`src/rtl/stall_unit_pkg.sv`:
```
// stall_unit_pkg
// Holds the shared definitions for the stall unit: the sequencer state
// encoding, its width, and the next-state rule used by the top module.
package stall_unit_pkg;

   localparam int STATE_WIDTH = 3;

   typedef enum logic [STATE_WIDTH-1:0] {
      IDLE = 3'd0,
      FD   = 3'd1,
      DE   = 3'd2,
      EM   = 3'd3,
      MW   = 3'd4
   } state_t;

   // start beats hold. Once out of IDLE the sequencer runs a fixed
   // FD->DE->EM->MW ring and repeats it. Unused encodings fall back to IDLE,
   // even while hold is high, so the unit cannot lock up in one of them.
   function automatic state_t next_state(input state_t cur,
                                         input logic   start,
                                         input logic   hold);
      state_t nxt;
      nxt = cur;
      if (start) begin
         nxt = IDLE;
      end else begin
         case (cur)
            IDLE:    nxt = FD;
            FD:      nxt = hold ? FD : DE;
            DE:      nxt = hold ? DE : EM;
            EM:      nxt = hold ? EM : MW;
            MW:      nxt = hold ? MW : FD;
            default: nxt = IDLE;
         endcase
      end
      return nxt;
   endfunction

endpackage

```
`src/rtl/stall_perf_counters.sv`:
```
// stall_perf_counters
// Counts performance events for the stall unit. This module is used only in
// builds that define STALL_PERF_EN.
//   clk, reset    : clock and asynchronous active-high reset
//   start         : clears both counters
//   active        : the sequencer is out of IDLE on this edge
//   retire        : the mw enable is high on this edge
//   report        : prints the current counter values, in simulation only
//   phase         : current state, included in the report line
//   cycle_count   : number of edges spent outside IDLE, modulo 2^COUNTER_WIDTH
//   retired_count : number of mw pulses, modulo 2^COUNTER_WIDTH
module stall_perf_counters
   import stall_unit_pkg::*;
#(
   parameter int COUNTER_WIDTH = 32
) (
   input  logic                     clk,
   input  logic                     reset,
   input  logic                     start,
   input  logic                     active,
   input  logic                     retire,
   input  logic                     report,
   input  logic [STATE_WIDTH-1:0]   phase,
   output logic [COUNTER_WIDTH-1:0] cycle_count,
   output logic [COUNTER_WIDTH-1:0] retired_count
);

   always_ff @(posedge clk or posedge reset) begin
      if (reset) begin
         cycle_count   <= '0;
         retired_count <= '0;
      end else if (start) begin
         cycle_count   <= '0;
         retired_count <= '0;
      end else begin
         if (active) cycle_count   <= cycle_count + 1'b1;
         if (retire) retired_count <= retired_count + 1'b1;
      end
   end

`ifndef SYNTHESIS
   always @(posedge clk) begin
      if (report)
         $display("stall_unit report: cycles=%0d retired=%0d state=%0d",
                  cycle_count, retired_count, phase);
   end
`endif

endmodule

```
`src/rtl/stall_unit.sv`:
```
// stall_unit
// Sequences a single-issue pipeline with one instruction in flight. Each
// stage register enable pulses once per 4-state instruction. Holding the
// sequencer lengthens the current stage and never repeats an enable.
//   clk    : clock, rising edge
//   reset  : asynchronous active-high reset
//   start  : program-load / restart; returns the sequencer to IDLE
//   hold   : freezes the sequencer and masks the enables
//   fd, de, em, mw : pipeline register enables (mw also advances the PC)
//   phase  : state register, for debug
// Optional macro STALL_PERF_EN adds these ports:
//   report        : prints the counters in simulation
//   retired_count : number of mw pulses
//   cycle_count   : number of cycles spent outside IDLE
//
// state | meaning
// IDLE  | after reset/start, no instruction in flight
// FD    | fetch->decode transfer
// DE    | decode->execute transfer
// EM    | execute->memory transfer
// MW    | memory->writeback transfer, PC advance
module stall_unit
   import stall_unit_pkg::*;
#(
   parameter int COUNTER_WIDTH = 32
) (
   input  logic                     clk,
   input  logic                     reset,
   input  logic                     start,
   input  logic                     hold,
`ifdef STALL_PERF_EN
   input  logic                     report,
   output logic [COUNTER_WIDTH-1:0] retired_count,
   output logic [COUNTER_WIDTH-1:0] cycle_count,
`endif
   output logic                     fd,
   output logic                     de,
   output logic                     em,
   output logic                     mw,
   output logic [STATE_WIDTH-1:0]   phase
);

   if (COUNTER_WIDTH < 1) begin : g_cw_check
      $error("stall_unit: COUNTER_WIDTH must be at least 1");
   end

   state_t state;

   always_ff @(posedge clk or posedge reset) begin
      if (reset) state <= IDLE;
      else       state <= next_state(state, start, hold);
   end

   // The enables are decoded straight from the state register, so reset
   // forces them low at once without waiting for a clock edge.
   assign fd    = (state == FD) & ~hold;
   assign de    = (state == DE) & ~hold;
   assign em    = (state == EM) & ~hold;
   assign mw    = (state == MW) & ~hold;
   assign phase = state;

`ifdef STALL_PERF_EN
   stall_perf_counters #(
      .COUNTER_WIDTH (COUNTER_WIDTH)
   ) u_perf (
      .clk           (clk),
      .reset         (reset),
      .start         (start),
      .active        (state != IDLE),
      .retire        (mw),
      .report        (report),
      .phase         (phase),
      .cycle_count   (cycle_count),
      .retired_count (retired_count)
   );
`endif

endmodule

```
`config.mk`:
```
export PLATFORM = sky130hd
export DESIGN_NAME = stall_unit
export DESIGN_NICKNAME = d
export VERILOG_FILES = /design/src/rtl/stall_unit_pkg.sv /design/src/rtl/stall_perf_counters.sv /design/src/rtl/stall_unit.sv
export SDC_FILE = /design/constraint.sdc
export NUM_CORES = 1
export LEC_CHECK = 0
export CORE_AREA = 2 2 39 41
export CTS_BUF_LIST = sky130_fd_sc_hd__clkbuf_4 sky130_fd_sc_hd__clkbuf_8
export CTS_CLUSTER_SIZE = 40
export DETAILED_ROUTE_END_ITERATION = 12
export DIE_AREA = 0 0 41 43
export GPL_TIMING_DRIVEN = 0
export PLACE_DENSITY = 0.48
export SYNTH_ARGS = -nofsm -noshare
export SYNTH_HDL_FRONTEND = slang
export SYNTH_HIERARCHICAL = 1
export SYNTH_SLANG_ARGS = --single-unit
```
`constraint.sdc`:
```
create_clock -name clk -period 2 [get_ports clk]
set_clock_uncertainty 0.15 [all_clocks]
set_input_delay 0.4 -clock clk [delete_from_list [all_inputs] [get_ports clk]]
set_output_delay 0.4 -clock clk [all_outputs]
set_load 0.05 [all_outputs]
```
Yosys cells after proc, flatten, opt, wreduce, memory -nomap -nowiden --
Index checks and enable logic that the tools add are counted.
Operators by class: equal/unequal tests 4, multiplexer cells 6, bitwise logic cells 5, reductions and logical operators 1
Operator list (number):
- case mux 3 bit (5 select lines) | 1
- two-way mux 3 bit | 3
- equality test 3 x 2 -> 1 bit (second input constant) | 2
- AND 1 bit | 4
- equality test 3 x 1 -> 1 bit (second input constant) | 1
- equality test 3 bit (second input constant) | 1
- zero test 3 bit | 1
- two-way mux 2 bit | 1
- two-way mux 1 bit | 1
- NOT 1 bit | 1
Word-level totals: flip-flop bits (word level) 3, input port bits 4, logic and storage cells 17

Longest topological paths before layout --
depth after elaboration 3, gate-level depth with buffers 4, mapped depth without buffers 3

Worst setup path before layout --
No wires, ideal clock.
kind register to output, from register state[1], in the netlist phase[1], to output mw, arrival time 2432 ps, setup slack -982 ps, stages on the path, launching flop included 3, buffers on the path 1, path through dfrtp_1 -> buf_6 -> nor4b_1
On the way: word-level cells in the longest chain between the ends 2
RTL lines:
- start, declared | line stall_unit.sv:47 | state_t state;
- start signal, assigned | line stall_unit.sv:51 | else state <= next_state(state, start, hold);
- equality test 3 bit | line stall_unit.sv:59 | assign mw = (state == MW) & ~hold;
- AND 1 bit | line stall_unit.sv:59
- end, declared | line stall_unit.sv:39 | output logic mw,
No other way between the ends.

Final worst setup path --
from register state[1], in the netlist phase[1], to output phase[1]
RTL lines:
- end, declared | line stall_unit.sv:40 | output logic [STATE_WIDTH-1:0] phase
No word-level cell between the ends.

==> results.ini <==
[die]
die_area_mm2 = 0.00176
die_x_um = 41
die_h_um = 43
row_count = 14
pin_count = 11
initial_core_util_pct = 14.6
core_area_mm2 = 0.00138

[grt]
grt_pass1_wl_um = 869
first_global_vias = 211
antenna_found_initial = 0
grt.total_usage_pct = 7.92
grt_max_degree = 10
grt_overflow = 0

[worst_setup_path]
worstPathBufferInverterCount = 1
timing.rr.start = phase[0]$_DFF_PP0_
crit_path_top_delay_cell = clkdlybuf4s50_1
startpoint_type = flip-flop
r2r_cells = 3
crit_path_max_incr_delay_ns = 0.80
end_kind = output pin
crit_type = flip-flop to output pin
cp_max_fo = 2
path_cells = clkdlybuf4s50_1
arrival_ns = 1.39
crit_required_ns = 1.45
timing.rr.end = phase[2]$_DFF_PP0_
crit_family = buffers and inverters
rrSetupSlack_ns = 0.75

[timing]
fin_tns_setup_ns = 0
min_period_over_period_pct = 96.8
grt_setup_unrepaired = false
timing.fmax_mhz = 516
final_hold_viol_count = 0
slew_viol_final = 0
setup_viol_count_final = 0
relSlewSlack_pct = 67.4
worst_slew_pin_slew_ns = 0.488
fin_crit_ns = 1.94
fin_hold_ws_ns = 0.186

[route]
vias = 213
drc = 0
firstDrtPassIters = 4
wl_per_cell_um = 9.75
drt_iter0_markers = 6
routed_wl_um = 497
ant_nets = 0
viasPerCell = 4.18

[layout]
n_antenna_cell = 0
mostFrequentLayoutCells = clkbuf_4 (4), buf_2 (4), dlygate4sd2_1 (3), clkdlybuf4s50_1 (3), dfrtp_1 (3)
layout.nets = 40
largest_reg_flops = 3
drive_above_1_share_pct = 42.9
final_cell_area_um2 = 343
final_util_pct = 24.8
area_growth_pct = 70.2

[clocking]
clk_pin_slew_ns = 0.04
cts-root-buf = clkbuf_4
htreeDepth = 1
clock_path_buffers = 2
hold_buffers = 0
cts.sinks = 3
tritoncts = done
clk_latency_ns = 0.23
cts_buffers = 3

[yosys]
async_flop_share_pct = 100
syn_inst = 21
synth_nets = 25
yosysUniqueCellTypes = 15
synth_edf_count = 0
yosysWarnings = 6
synth-seq-cells = 3
synth_top_flop_cell = dfrtp_1
yosysSeqAreaShare_pct = 37.3
syn_area_per_cell_um2 = 9.59
syn_area_um2 = 201

[power]
peakVddDrop_v = 0.000205
power_mw = 0.258
power_density_mw_per_mm2 = 752
total_leakage_power_nw = 0.165

[placed_design]
postPlaceCellArea_um2 = 337
gp_congestion = 0.644
port_buffers = 10
dp_hpwl_um = 372

[min_path]
hp-class = primary input to asynchronous set/reset pin

[job]
max-cap-violations = 0

[run_status]
outcome = finished, final reports clean

[synth_stat cells, types with 2 or more instances]
cell type,instances,area (µm²)
nand2_1,2,7.51
nor4b_1,2,17.5
nor2_1,3,11.3
dfrtp_1,3,75.1
[metal layers]
layer / part of all wire [%] / vias to the layer above / routed length (µm) / track usage (%)
li1: - / 103 / - / -
met1: 32 / 101 / 161 / 7.99
met2: 62 / 9 / 306 / 11.3
met3: 5.8 / 0 / 29 / 3.14
met4: 0 / 0 / 0 / 8.00
met5: 0 / - / 0 / 0
[kinds of logic after synthesis]
kind of cell,share of synthesized area (%)
AO/OA/AOI/OAI,5.59
XOR/XNOR,4.35
buffers and inverters,7.45
flip-flops,37.3
AND/OR/NAND/NOR,45.3
[through the flow]
step | cells | setup slack (ns)
floorplan | 21 | -0.283
global placement | 47 | -0.691
detailed placement | 47 | -0.723
CTS | 51 | 0.00489
global route | 51 | 0.00597
finish | 51 | 0.0637
[worst max path at each step]
| stage | startpoint | end | slack (ns) | depth (start not counted) |
|---|---|---|---|---|
| global route | hold | em | 0.006 | 4 |
| global placement | hold | em | -0.69 | 4 |
| detailed placement | hold | em | -0.72 | 4 |
| floorplan | phase[1]$_DFF_PP0_ | mw | -0.28 | 2 |
| finish | phase[1]$_DFF_PP0_ | phase[1] | 0.06 | 1 |
| CTS | hold | mw | 0.005 | 3 |
[what timing repair did]
item / in CTS / in global routing
buffers inserted: 0 / 0
endpoints found under the setup margin: 6 / 2
gates resized for setup: 22 / 3
[power by group]
part,switching (mW),internal (mW),total (mW),leakage (nW)
Clock,0.0292,0.0881,0.117,0.0184
Sequential,0.00632,0.0651,0.0714,0.0396
Combinational,0.0434,0.0258,0.0692,0.107
[final cells by class]
cell class	instances	area (µm²)
buffer	1	11.3
clock buffer	4	30.0
fill	163	1040
inverter	1	3.75
multi-input combinational	16	126
sequential	3	75.1
tap	16	20.0
timing repair buffer	10	76.3
Power figures use the tool's default switching activity.
